**config.mk**
```make
export PLATFORM = sky130hd
export DESIGN_NAME = midi_tx
export DESIGN_NICKNAME = d
export VERILOG_FILES = /design/src/rtl/midi_pkg.sv /design/src/rtl/fifo.sv /design/src/rtl/midi_tx.sv
export SDC_FILE = /design/constraint.sdc
export NUM_CORES = 1
export LEC_CHECK = 0
export BUFFER_PORTS_ARGS = -buffer_cell sky130_fd_sc_hd__buf_4
export CAP_MARGIN = 15
export CORE_MARGIN = 8
export CORE_UTILIZATION = 54
export CTS_BUF_LIST = sky130_fd_sc_hd__clkbuf_16
export CTS_CLUSTER_DIAMETER = 200
export DETAILED_ROUTE_END_ITERATION = 16
export PLACE_DENSITY = 0.74
export SETUP_SLACK_MARGIN = 0.15
export SKIP_LAST_GASP = 1
export SYNTH_ARGS = -nofsm -noshare
export SYNTH_HDL_FRONTEND = slang
export SYNTH_SLANG_ARGS = --single-unit
export TNS_END_PERCENT = 30
```
**constraint.sdc**
```tcl
create_clock -name clk -period 2.7 [get_ports clk]
set_input_delay 0.27 -clock clk [delete_from_list [all_inputs] [get_ports clk]]
set_output_delay 0.27 -clock clk [all_outputs]
set_load 0.03 [all_outputs]
```
**src/rtl/midi_pkg.sv**
```systemverilog
// Shared MIDI transmitter definitions: line rate, byte width and serializer states.
package midi_pkg;

  localparam int MIDI_BAUD       = 31250;
  localparam int MIDI_DATA_WIDTH = 8;

  typedef enum logic [1:0] {
    IDLE,
    START,
    DATA,
    STOP
  } tx_state_t;

endpackage

```
**src/rtl/fifo.sv**
```systemverilog
// Show-ahead FIFO with an occupancy counter so full/empty never alias at count=depth.
// Used single-clock here, with wr_clk and rd_clk tied to the same clock.
module fifo #(
  parameter int FIFO_DATA_WIDTH  = 8,
  parameter int FIFO_BUFFER_SIZE = 4
) (
  input  logic                       wr_clk,
  input  logic                       rd_clk,
  input  logic                       reset,
  input  logic                       wr_en,
  input  logic [FIFO_DATA_WIDTH-1:0] wr_data,
  input  logic                       rd_en,
  output logic [FIFO_DATA_WIDTH-1:0] rd_data,
  output logic                       full,
  output logic                       empty
);

  localparam int PTR_W = $clog2(FIFO_BUFFER_SIZE);
  localparam int CNT_W = $clog2(FIFO_BUFFER_SIZE + 1);
  localparam logic [CNT_W-1:0] COUNT_FULL = CNT_W'(FIFO_BUFFER_SIZE);

  logic [FIFO_DATA_WIDTH-1:0] mem [FIFO_BUFFER_SIZE];
  logic [PTR_W-1:0]           wr_ptr;
  logic [PTR_W-1:0]           rd_ptr;
  logic [CNT_W-1:0]           count;
  logic                       push;
  logic                       pop;

  // A full buffer refuses the write even when a read frees a slot that same cycle.
  assign push = wr_en && !full;
  assign pop  = rd_en && !empty;

  always_ff @(posedge wr_clk) begin
    if (push && !reset) begin
      mem[wr_ptr] <= wr_data;
    end
  end

  always_ff @(posedge wr_clk) begin
    if (reset) begin
      wr_ptr <= '0;
      count  <= '0;
    end else begin
      if (push) begin
        wr_ptr <= wr_ptr + PTR_W'(1);
      end
      case ({push, pop})
        2'b10:   count <= count + CNT_W'(1);
        2'b01:   count <= count - CNT_W'(1);
        default: count <= count;
      endcase
    end
  end

  always_ff @(posedge rd_clk) begin
    if (reset) begin
      rd_ptr <= '0;
    end else if (pop) begin
      rd_ptr <= rd_ptr + PTR_W'(1);
    end
  end

  assign rd_data = mem[rd_ptr];
  assign full    = (count == COUNT_FULL);
  assign empty   = (count == '0);

endmodule

```
**src/rtl/midi_tx.sv**
```systemverilog
// Buffered MIDI 8N1 transmitter: queued bytes are serialized LSB first, and
// a stop bit runs straight into the next start bit when more data is waiting.
module midi_tx
  import midi_pkg::*;
#(
  parameter int CLK_FREQ   = 50_000_000,
  parameter int BAUD       = MIDI_BAUD,
  parameter int FIFO_DEPTH = 4
) (
  input  logic                       clk,
  input  logic                       reset,
  input  logic [MIDI_DATA_WIDTH-1:0] din,
  input  logic                       wr_en,
  output logic                       full,
  output logic                       dout,
  output logic                       busy
);

  localparam int BIT_CYCLES = CLK_FREQ / BAUD;
  localparam int CNT_W      = $clog2(BIT_CYCLES + 1);
  localparam logic [CNT_W-1:0] BIT_LAST = CNT_W'(BIT_CYCLES - 1);

  tx_state_t                  state;
  tx_state_t                  state_next;
  logic [CNT_W-1:0]           baud_cnt;
  logic [2:0]                 bit_idx;
  logic [MIDI_DATA_WIDTH-1:0] shreg;
  logic [MIDI_DATA_WIDTH-1:0] fifo_rd_data;
  logic                       fifo_empty;
  logic                       pop;
  logic                       bit_end;

  fifo #(
    .FIFO_DATA_WIDTH (MIDI_DATA_WIDTH),
    .FIFO_BUFFER_SIZE(FIFO_DEPTH)
  ) u_fifo (
    .wr_clk (clk),
    .rd_clk (clk),
    .reset  (reset),
    .wr_en  (wr_en),
    .wr_data(din),
    .rd_en  (pop),
    .rd_data(fifo_rd_data),
    .full   (full),
    .empty  (fifo_empty)
  );

  assign bit_end = (baud_cnt == BIT_LAST);

  always_ff @(posedge clk) begin
    if (reset) begin
      state <= IDLE;
    end else begin
      state <= state_next;
    end
  end

  always_comb begin
    state_next = state;
    pop        = 1'b0;
    case (state)
      IDLE: begin
        if (!fifo_empty) begin
          pop        = 1'b1;
          state_next = START;
        end
      end
      START: begin
        if (bit_end) begin
          state_next = DATA;
        end
      end
      DATA: begin
        if (bit_end && bit_idx == 3'd7) begin
          state_next = STOP;
        end
      end
      STOP: begin
        if (bit_end) begin
          if (!fifo_empty) begin
            pop        = 1'b1;
            state_next = START;
          end else begin
            state_next = IDLE;
          end
        end
      end
      default: state_next = IDLE;
    endcase
  end

  // The bit timer restarts on every boundary so period errors never accumulate.
  always_ff @(posedge clk) begin
    if (reset) begin
      baud_cnt <= '0;
      bit_idx  <= '0;
      shreg    <= '0;
    end else begin
      if (pop) begin
        shreg <= fifo_rd_data;
      end else if (state == DATA && bit_end) begin
        shreg <= {1'b0, shreg[MIDI_DATA_WIDTH-1:1]};
      end
      if (state == IDLE || bit_end) begin
        baud_cnt <= '0;
      end else begin
        baud_cnt <= baud_cnt + CNT_W'(1);
      end
      if (state != DATA) begin
        bit_idx <= '0;
      end else if (bit_end) begin
        bit_idx <= bit_idx + 3'd1;
      end
    end
  end

  always_ff @(posedge clk) begin
    if (reset) begin
      dout <= 1'b1;
      busy <= 1'b0;
    end else begin
      case (state)
        START:   dout <= 1'b0;
        DATA:    dout <= shreg[0];
        default: dout <= 1'b1;
      endcase
      busy <= (state != IDLE) || !fifo_empty;
    end
  end

endmodule

```
== Word-level counts from Yosys, hierarchy flattened ==
Memories as Yosys holds them, arrays and structs flattened. A register that Yosys moved wholly into a read port is not among the register bits.
Cells that the tools add are included.

* Register bits: 33
* RAM bits: 32
* Input bits: 11
* Output and inout port bits: 3
* Logic and storage cells: 64
* Memories: 1

* Add/subtract/negate cells: 6
* Eq/ne operators: 13
* Muxes and demuxes: 17
* Reductions and logical operators: 18

{| class="wikitable"
|+ Memory list
! memory !! words !! bits a word !! read ports !! clocked after Yosys merged registers in !! wr ports !! line !! text
|-
| u_fifo.mem || 4 || 8 || 1 || 1 || 1 || fifo.sv:22 || <nowiki>logic [FIFO_DATA_WIDTH-1:0] mem [FIFO_BUFFER_SIZE];</nowiki>
|}

{| class="wikitable"
|+ Operators with widths
! kind !! count
|-
| two-way mux 8 bit || 2
|-
| two-way mux 2 bit || 6
|-
| adder 11 x 1 -> 11 bit, second input constant || 1
|-
| equality test 11 bit, second input constant || 1
|-
| != test 2 bit, second input constant || 5
|-
| one-hot mux 2 bit (4 select lines) || 1
|-
| adder 3 x 1 -> 3 bit, second input constant || 2
|-
| equality test 2 bit, second input constant || 3
|-
| equality test 3 bit, second input constant || 2
|-
| one-hot mux 3 bit (2 select lines) || 1
|-
| nonzero test 2 bit || 3
|-
| logical AND 1 bit || 5
|-
| two-way mux 1 bit || 5
|-
| adder 2 x 1 -> 2 bit, second input constant || 2
|-
| equality test 2 x 1 -> 1 bit, second input constant || 2
|-
| one-hot mux 1 bit (2 select lines) || 2
|-
| AND reduction 4 bit || 1
|-
| OR reduction 2 bit || 2
|-
| logical NOT 1 bit || 3
|-
| logical NOT 3 bit || 1
|-
| subtractor 3 x 1 -> 3 bit, second input constant || 1
|-
| logical NOT 2 bit || 1
|-
| logical OR 1 bit || 2
|}

== Logic depth before layout (Yosys ltp) ==
Gate-level depths: netlist of run 1.

* Depth in word-level cells: 7
* Depth in mapped cells: 11
* Mapped depth without buffers: 11

== Hierarchy ==
Synthesis of run 1 repeated with hierarchy kept, for this count alone.

* Cells, all modules: 237
* Area total of the unflattened synthesis: 2951.6 um^2

{| class="wikitable"
|+ Modules (own cells, without submodules)
! module !! instances !! cells each !! area each (um^2) !! seq. area each (um^2)
|-
| fifo || 1 || 93 || 1600.3 || 1101.1
|-
| midi_tx || 1 || 144 || 1351.3 || 520.5
|}

== Worst setup path before layout of run 1 ==
OpenSTA, ideal clock, no wires.

* Kind: register to register
* From: register state[1]
* To: register u_fifo.count[2]
* Setup time: 0.071 ns
* Data arrival time: 2.477 ns
* Setup slack: 0.152 ns
* Cell stages (with the launch flop): 12
* Path buffers: 1
* Period minus slack after synthesis: 2.548 ns
* Cell sequence: dfxtp_1 > inv_1 > ha_1 > clkbuf_1 > nor2_1 > nand2_1 > inv_2 > ha_1 > fa_1 > xnor2_1 > or3_1 > a21oi_1

* Cells in the longest elaborated chain, start to end: 5
* Elaborated cells between the ends (all ways): 8
* Those cells by class: eq/ne (3); mux (2); reduce/logical (3)

{| class="wikitable"
|+ RTL lines
! what !! line !! text
|-
| start: declaration || midi_tx.sv:23 || <nowiki>tx_state_t state;</nowiki>
|-
| start signal: assignment || midi_tx.sv:54 || <nowiki>state <= state_next;</nowiki>
|-
| equality test 2 bit or logical NOT 2 bit (tied branches) || midi_tx.sv:61 || <nowiki>case (state)</nowiki>
|-
| one-hot mux 1 bit (2 select lines) (*) || midi_tx.sv:61 ||
|-
| logical AND 1 bit (*) || fifo.sv:31 || <nowiki>assign pop = rd_en && !empty;</nowiki>
|-
| equality test 2 x 1 -> 1 bit or equality test 2 bit (tied branches) || fifo.sv:47 || <nowiki>case ({push, pop})</nowiki>
|-
| one-hot mux 3 bit (2 select lines) or nonzero test 2 bit (tied branches) || -- ||
|-
| end signal: assignment || fifo.sv:48 || <nowiki>2'b10: count <= count + CNT_W'(1);</nowiki>
|-
| end signal: assignment || fifo.sv:49 || <nowiki>2'b01: count <= count - CNT_W'(1);</nowiki>
|-
| end signal: assignment || fifo.sv:50 || <nowiki>default: count <= count;</nowiki>
|-
| end: declaration || fifo.sv:25 || <nowiki>logic [CNT_W-1:0] count;</nowiki>
|}

Mark *: on every way between the ends. The rest lies on a longest branch, timed or not.
A chain may end at the register's enable or synchronous reset.

== Worst setup path after layout of run 1 ==
Same ends and word-level chain as after synthesis.

==> flow_summary.json, run 1 <==
{
  "cp.arrival_ns": 2.67,
  "worstMarginPinSlew_ns": 0.7231,
  "avgSynthCellArea_um2": 12.95,
  "crit_end": "u_fifo.count[2]",
  "seq_area_frac_synth_pct": 57.02,
  "register_area_um2": 1662,
  "regToRegEndpoint": "u_fifo.count[2]",
  "drt-total-wl_um": 4774,
  "grt_max_degree": 16,
  "multi_input_area_um2": 1180,
  "dp.cells": 306,
  "skew_ns": 0.005418,
  "slew_viol_final": 0,
  "root_buffer": "clkbuf_16",
  "yosys.cell_types.count": 42,
  "clk_pin_slew_ns": 0.06,
  "fin_area_um2": 3430,
  "finalPower_mw": 3.237,
  "dr.first_iter.drc_count": 59,
  "vias": 1787,
  "grt_pass1_wl_um": 8010,
  "finalSetupViolations": 0,
  "fillers": 373,
  "ys_seq_elements": 67,
  "grt_antenna_before_repair": 0,
  "layout-drive-gt1-share_pct": 20.87,
  "synth_area_um2": 2914,
  "portBuffers": 13,
  "routed_via_density": 5.515,
  "wl_per_cell_um": 14.73,
  "holdWs_ns": 0.1369,
  "clock_path_buffers": 2,
  "relSlewSlack_pct": 51.43,
  "stdcell_count": 324,
  "final_core_util_pct": 66.30,
  "post_dp_cell_area_um2": 3105,
  "synth_edf_count": 32,
  "cts_num_sinks": 67,
  "fin_setup_tns_ns": 0,
  "period_share_pct": 89.18,
  "rows": 26,
  "irDropWorstVdd_mv": 0.7103,
  "tritoncts": "done",
  "antenna_cells": 0,
  "powerDensity_nw_per_um2": 943.8,
  "yosys_warnings": 0,
  "async_flop_share_pct": 0,
  "min_path_cells": 1,
  "die_width_um": 89.46,
  "drt_first_pass_iters": 4,
  "cp_cell_sequence": "ha_1 > nand3b_1 > o41ai_4 > nand2_1 > inv_2 > ha_2 > fa_2 > xnor2_1 > or3_1 > a21oi_1",
  "grt-ovfl-total": 0,
  "cp.required_ns": 2.96,
  "nNetsFinal": 274,
  "dp_worst_setup_slack_ns": 0.2669,
  "htreeDepth": 3,
  "drc": 0,
  "synth_fp_nets": 250,
  "startpoint": "state[1]",
  "hold_class": "in -> reg",
  "hold_violations": 0,
  "cpMaxStageDelayCell": "o41ai_4",
  "gp_congestion": 0.8274,
  "syn_to_final_growth_pct": 17.69,
  "cp-start-kind": "flip-flop",
  "reg2reg_slack_ns": 0.29,
  "cellLeakagePower_nw": 1.231,
  "start_util_pct": 56.34,
  "crit_type": "reg -> reg",
  "critPathMaxFanout": 5,
  "grtUsageTotal_pct": 13.80,
  "netlist_instances": 225,
  "rsz0062_at_grt": "no",
  "ios": 14,
  "ant_nets": 0,
  "fmax_mhz": 415.3,
  "worst_slack_ns": 0.2922,
  "hpwl_um": 3377,
  "numCtsBuffers": 9,
  "grt_pass1_vias": 1767,
  "ctsHoldBuffers": 0,
  "crit_path_end_kind": "flip-flop",
  "drv_cap": 0,
  "synth_ff_type": "dfxtp_1",
  "core_um2": 5172,
  "finalCriticalPeriod_ns": 2.408,
  "r2r_cells": 10,
  "rr_startpoint": "state[1]",
  "dieHeight_um": 89.46,
  "critPathMaxStageDelay_ns": 0.43,
  "status": "completed",
  "clk_latency_ns": 0.33,
  "die-area_um2": 8003
}
## synth_stat cells (all sizes together) (6+ instances only)
master	count	share of area (%)
ha	13	5.6
xor2	6	1.8
nand2	9	1.2
edfxtp	32	33
mux4	8	6.2
nor2	20	2.6
a21oi	12	2.1
mux2i	12	4.1
inv	11	1.4
dfxtp	35	24
o41ai	9	3.3
xnor2	6	1.8
## what timing repair did
| item | in CTS | in global routing |
|---|---|---|
| setup endpoints to repair | 0 | 2 |
| resized for setup | 0 | 3 |
| setup buffers | 0 | 2 |
## worst max-delay path: cells and delay by family, from the launching register on
family / cells / cell delay, ns
compound gates: 2 / 0.57
xor+xnor: 1 / 0.07
fa+ha+maj: 3 / 0.63
buf+inv: 1 / 0.11
flops: 1 / 0.37
simple gates: 3 / 0.60
## layer usage
metal | track usage (%) | up-vias | part of all wire [%]
met1 | 14.66 | 858 | 44
met3 | 6.250 | 8 | 4.7
li1 | - | 886 | -
met2 | 21.95 | 35 | 49
met4 | 8.610 | 0 | 1.7
met5 | 0 | - | 0
## report_power, final
part	internal [mW]	leakage [nW]	switching [mW]	total (mW)
logic	0.358	0.507	0.427	0.786
registers	1.20	0.576	0.0953	1.30
clock network	0.720	0.148	0.431	1.15
total	2.28	1.23	0.954	3.24
## cells in the final DEF, fill, tap and decap left out, drive strengths merged, types with 4 or more instances in the layout
cell type / count
a21oi: 12
and2: 5
buf: 21
clkbuf: 9
dfxtp: 35
edfxtp: 32
ha: 13
inv: 14
mux2i: 12
mux4: 8
nand2: 9
nand4: 4
nor2: 20
nor3: 5
o41ai: 9
xnor2: 6
xor2: 6
## registers in the layout, indices dropped and copies added (netlist names), 2 cells and up, named ones only
register	cells
baud_cnt	11
bit_idx	3
shreg	8
state	2
u_fifo.count	3
u_fifo.mem	32
u_fifo.rd_ptr	2
u_fifo.wr_ptr	2
## final cells by class
cell class | instances | area share, %
flip-flops and latches | 67 | 48.45
multi-input cells | 139 | 34.40
clock buffers | 9 | 6.567
repair buffers | 21 | 4.597
well taps | 70 | 2.554
clock inverters | 7 | 2.225
inverters | 11 | 1.204
## cells by family (layout without fill, tap and decap cells)
kind of cell               after synthesis  after routing  synth area share [%]
and+or+nand+nor                         61             61                 11.76
DFF                                     67             67                 57.02
adders and majority gates               14             14                 6.269
xor gates and xnor gates                12             12                 3.607
AOI/OAI and AO/OA                       32             32                 8.287
muxes                                   20             20                 10.30
buffers and inverters                   19             48                 2.748
## worst min-delay path by stage
stage	startpoint	endpoint
after floorplan	din[0]	u_fifo.mem[0][0]
after global placement	baud_cnt[0]	baud_cnt[0]
after detailed placement	baud_cnt[0]	baud_cnt[0]
after CTS	din[1]	u_fifo.mem[2][1]
after global routing	din[1]	u_fifo.mem[2][1]
final	din[1]	u_fifo.mem[2][1]
Power figures use the tool's default switching activity.
==> run 2, diff against run 1 <==
CORE_UTILIZATION = 45   (was 54)
PLACE_DENSITY = unset   (was 0.74)
clock period = 2.3 ns   (was 2.7 ns; I/O delays follow)
==> run 2 against run 1 <==
Effect of this change:
- count of clock-buffer cells in the layout unchanged
- routed wire length increased by 8.7%
- register-to-register slack got worse by 0.15 ns
- global-route usage decreased by 1.2 points
- combinational power increased by 35%
- setup slack got worse by 0.15 ns
- design area increased by 4.0%
- final cell count increased by 5.6%
==> flow_summary.json, run 2 (synthesis gave the netlist of run 1 again) <==
{
  "drt_first_pass_iters": 4,
  "final_core_util_pct": 56.48,
  "grt_pass1_wl_um": 8583,
  "skew_ns": 0.006866,
  "dr.first_iter.drc_count": 50,
  "start_util_pct": 46.16,
  "dieHeight_um": 96.47,
  "fin_setup_tns_ns": 0,
  "worstHoldStart": "din[6]",
  "clock_path_buffers": 2,
  "irDropWorstVdd_mv": 0.6407,
  "grt_pass1_vias": 1852,
  "rows": 29,
  "cts_num_sinks": 67,
  "grtUsageTotal_pct": 12.59,
  "hold_violations": 0,
  "cp-start-kind": "flip-flop",
  "status": "completed",
  "largest_reg_flops": 32,
  "nNetsFinal": 285,
  "layout_common_cells": "32 x buf_4, 32 x edfxtp_1, 30 x dfxtp_1, 20 x nor2_1, 12 x mux2i_1",
  "core_um2": 6314,
  "powerDensity_nw_per_um2": 1115,
  "dp_worst_setup_slack_ns": 0.08260,
  "fmax_mhz": 463.6,
  "slew_viol_final": 0,
  "routed_via_density": 5.266,
  "wl_per_cell_um": 15.17,
  "hold_end": "u_fifo.mem[0][6]",
  "antenna_cells": 0,
  "grt-ovfl-total": 0,
  "ios": 14,
  "clk_pin_slew_ns": 0.06,
  "die-area_um2": 9306,
  "period_share_pct": 93.78,
  "finalCriticalPeriod_ns": 2.157,
  "reg.largest.list": "u_fifo.mem: 32 flops, baud_cnt: 11 flops, shreg: 8 flops",
  "clk_latency_ns": 0.33,
  "crit_type": "reg -> reg",
  "rsz0062_at_grt": "yes",
  "cellLeakagePower_nw": 1.293,
  "tritoncts": "done",
  "cp.arrival_ns": 2.42,
  "cp.required_ns": 2.56,
  "drv_cap": 0,
  "drt-total-wl_um": 5188,
  "relSlewSlack_pct": 69.59,
  "crit_path_end_kind": "flip-flop",
  "die_width_um": 96.47,
  "reg2reg_slack_ns": 0.14,
  "ant_nets": 0,
  "critPathMaxFanout": 3,
  "finalSetupViolations": 0,
  "drc": 0,
  "syn_to_final_growth_pct": 22.37,
  "rr_startpoint": "state[0]",
  "vias": 1801,
  "worstMarginPinSlew_ns": 0.4561,
  "hold_class": "in -> reg",
  "htreeDepth": 3,
  "r2r_cells": 10,
  "numCtsBuffers": 9,
  "top_register": "u_fifo.mem",
  "startpoint": "state[0]",
  "worst_slack_ns": 0.1431,
  "grt_max_degree": 16,
  "grt_antenna_before_repair": 0,
  "ctsHoldBuffers": 0,
  "regToRegEndpoint": "u_fifo.count[2]",
  "gp_congestion": 0.7708,
  "min_path_cells": 1,
  "root_buffer": "clkbuf_16",
  "layout-drive-gt1-share_pct": 29.81,
  "hpwl_um": 3623,
  "fillers": 529,
  "portBuffers": 13
}
run 2: cell types whose count changed in the layout (fill, tap and decap cells not counted), moves of 2 or more:
cell	change
dfxtp_2	+5
inv_1	-4
inv_2	+2
dfxtp_1	-5
buf_4	+11
nand2_1	-2
nand2_2	+2
run 2: worst max-delay path, cell delays in order (launching register included):
cell	delay, ns
dfxtp_2	0.35
ha_2	0.19
nand3b_1	0.14
o41ai_4	0.37
nand2_2	0.13
inv_4	0.08
ha_4	0.14
fa_2	0.19
xnor2_1	0.07
or3_1	0.32
a21oi_2	0.11
run 2: worst max path at each step:
stage / cells after the start / end / slack (ns)
after floorplan: 10 / u_fifo.count[2] / 0.03
after global placement: 11 / u_fifo.count[2] / 0.15
after detailed placement: 11 / u_fifo.count[2] / 0.08
after CTS: 9 / u_fifo.count[2] / 0.11
after global routing: 10 / u_fifo.count[2] / 0.001
final: 10 / u_fifo.count[2] / 0.14
run 2: metrics by stage:
stage	total power, mW	area [um^2]	std cells	hold slack (ns)
floorplan	2.231	2945	225	0.3289
global placement	2.519	3179	318	0.4229
detailed placement	2.541	3179	318	0.4307
CTS	4.012	3541	340	0.08361
global route	4.188	3566	342	0.08502
finish	3.976	3566	342	0.09633
run 2: power breakdown:
group          switching, mW  internal (mW)
registers              0.103           1.42
logic                  0.560          0.503
clock network          0.538          0.857
run 2: final cells by class:
cell class | count | area [um^2] | area share, %
Clock buffer | 9 | 225.2 | 6.316
Clock inverter | 7 | 83.83 | 2.351
Inverter | 11 | 43.79 | 1.228
Multi-Input combinational cell | 139 | 1209 | 33.89
Sequential cell | 67 | 1668 | 46.77
Tap cell | 77 | 96.34 | 2.702
Timing Repair Buffer | 32 | 240.2 | 6.737
run 2: what timing repair did:
item                       CTS  global route
gates cloned                 0             0
setup buffers                6             2
setup endpoints to repair    2             2
gates resized for setup      5             4
pin swaps                    4             2
hold endpoints to repair     0             0
run 2: layer usage:
| layer | vias up | routed length, um | track usage, % |
|---|---|---|---|
| li1 | 908 | - | - |
| met1 | 851 | 2374 | 14.35 |
| met2 | 31 | 2524 | 20.46 |
| met3 | 11 | 170 | 3.787 |
| met4 | 0 | 118 | 7.566 |
| met5 | - | 0 | 0 |
==> run 3, diff against run 2 <==
CTS_BUF_LIST = sky130_fd_sc_hd__clkbuf_8   (was sky130_fd_sc_hd__clkbuf_16)
==> run 3 against run 2 <==
Effect of this change:
- routed wire length down 2.0%
- sequential cell count unchanged
- die area unchanged
- core utilization down 2.3 points
- critical path type unchanged
==> flow_summary.json, run 3 (synthesis gave the netlist of run 1 again) <==
{
  "status": "completed",
  "reg2reg_slack_ns": 0.03,
  "cellLeakagePower_nw": 1.229,
  "drc": 0,
  "rows": 29,
  "portBuffers": 13,
  "worstHoldStart": "din[6]",
  "powerDensity_nw_per_um2": 1042,
  "power.switching_mw": 1.143,
  "skew_ns": 0.008758,
  "tritoncts": "done",
  "regToRegEndpoint": "u_fifo.count[2]",
  "die-area_um2": 9306,
  "irDropWorstVdd_mv": 0.5482,
  "p_clk_share_pct": 28.1,
  "fmax_mhz": 439.7,
  "cp.arrival_ns": 2.55,
  "slew_viol_final": 0,
  "layout_common_cells": "32 x edfxtp_1, 30 x dfxtp_1, 27 x buf_4, 20 x nor2_1",
  "vias": 1759,
  "wl_met1_um": 2333,
  "fillers": 540,
  "clock_path_buffers": 2,
  "clk_latency_ns": 0.34,
  "p_seq_share_pct": 42.5,
  "relSlewSlack_pct": 69.79,
  "topRoutingLayerUsed": "met4",
  "drv_cap": 0,
  "start_util_pct": 46.16,
  "antenna_cells": 0,
  "r2r_cells": 9,
  "crit_path_end_kind": "flip-flop",
  "register_area_um2": 1668,
  "hold_end": "u_fifo.mem[0][6]",
  "comb_power_share_pct": 29.4,
  "numCtsBuffers": 9,
  "mostFrequentLayoutCell": "edfxtp_1",
  "core_um2": 6314,
  "htreeDepth": 3,
  "cp-start-kind": "flip-flop",
  "holdWs_ns": 0.08431,
  "largest_reg_flops": 32,
  "layout-drive-gt1-share_pct": 27.31,
  "multi_input_area_um2": 1204,
  "dieHeight_um": 96.47,
  "startpoint": "baud_cnt[7]",
  "wl_per_cell_um": 15.08,
  "worst_slack_ns": 0.02554,
  "gp_congestion": 0.7708,
  "hold_class": "in -> reg",
  "dp.cells": 318,
  "clk_pin_slew_ns": 0.08,
  "rsz0062_at_grt": "yes",
  "grt-ovfl-total": 0,
  "wl_met2_um": 2513,
  "dr.first_iter.drc_count": 61,
  "reg.largest.list": "u_fifo.mem: 32 flops, baud_cnt: 11 flops, shreg: 8 flops",
  "grt_pass1_vias": 1852,
  "grt_max_degree": 16,
  "worstMarginPinSlew_ns": 0.4532,
  "nNetsFinal": 280,
  "grt_pass1_wl_um": 8466,
  "grtUsageTotal_pct": 12.27,
  "die_width_um": 96.47,
  "cp.required_ns": 2.57,
  "rr_startpoint": "baud_cnt[7]",
  "min_path_cells": 1,
  "period_share_pct": 98.89,
  "post_dp_cell_area_um2": 3179,
  "ant_nets": 0,
  "dp_worst_setup_slack_ns": 0.08260,
  "hpwl_um": 3623,
  "drt_first_pass_iters": 4,
  "ctsHoldBuffers": 0,
  "finalSetupViolations": 0,
  "critPathMaxFanout": 4,
  "routed_via_density": 5.220,
  "syn_to_final_growth_pct": 17.43,
  "wl_met3_um": 145,
  "fin_area_um2": 3422,
  "top_register": "u_fifo.mem",
  "root_buffer": "clkbuf_8",
  "finalCriticalPeriod_ns": 2.274,
  "drt-total-wl_um": 5083,
  "fin_setup_tns_ns": 0,
  "ios": 14,
  "power_switching_share_pct": 32.07,
  "hold_violations": 0,
  "cts_num_sinks": 67,
  "p_int_mw": 2.422,
  "crit_type": "reg -> reg",
  "stdcell_count": 337,
  "grt_antenna_before_repair": 0
}
## run 3: changes by cell type in the layout (fill, tap and decap cells not counted)
cell and delta:
buf_4 -5, clkbuf_16 -9, clkbuf_8 +9, ha_1 +2, ha_2 -2, inv_1 +1, inv_2 -1
## run 3: routing by layer
| metal | global-route usage [%] | up-vias |
|---|---|---|
| li1 | - | 896 |
| met4 | 6.431 | 0 |
| met5 | 0 | - |
| met1 | 13.73 | 827 |
| met3 | 3.555 | 10 |
| met2 | 20.74 | 26 |
## run 3: how the worst max path moves through the flow
stage               slack [ns]         endpoint  depth (start not counted)
global placement          0.15  u_fifo.count[2]                         11
global route             -0.10  u_fifo.count[2]                          9
floorplan                 0.03  u_fifo.count[2]                         10
detailed placement        0.08  u_fifo.count[2]                         11
CTS                       0.08  u_fifo.count[2]                          9
finish                    0.03  u_fifo.count[2]                          9
## run 3: worst max-delay path, cell delays in order (launching register included)
cell and delay, ns:
dfxtp_2 0.34, or3b_4 0.41, o41ai_4 0.39, nand2_2 0.12, inv_4 0.09, ha_4 0.14
fa_2 0.19, xnor2_1 0.07, or3_1 0.32, a21oi_2 0.11
## run 3: power groups by stage
stage	logic [mW]	registers [mW]	clock network (mW)
after floorplan	0.698	1.53	0
after global routing	1.15	1.54	1.08
final	1.05	1.52	1.00
after CTS	1.00	1.52	1.04
after global placement	0.978	1.54	0
after detailed placement	0.998	1.54	0
## run 3: layout make-up
| class | count | area share (%) |
|---|---|---|
| clock inverter | 7 | 2.450 |
| inverter | 11 | 1.280 |
| sequential | 67 | 48.74 |
| clock buffer | 9 | 3.620 |
| timing repair buffer | 27 | 5.923 |
| multi-input combinational | 139 | 35.17 |
| tap | 77 | 2.815 |
## run 3: per-stage QoR
stage	total power, mW	util (%)
global route	3.769	54.20
detailed placement	2.541	50.36
CTS	3.561	53.67
floorplan	2.231	-
global placement	2.519	50.36
finish	3.566	54.20
## run 3: what timing repair did
item | in CTS | in global routing
pin swaps | 0 | 2
endpoints found under the setup margin | 2 | 6
hold endpoints to repair | 0 | 0
setup buffers | 0 | 3
gates cloned | 0 | 0
resized for setup | 1 | 5
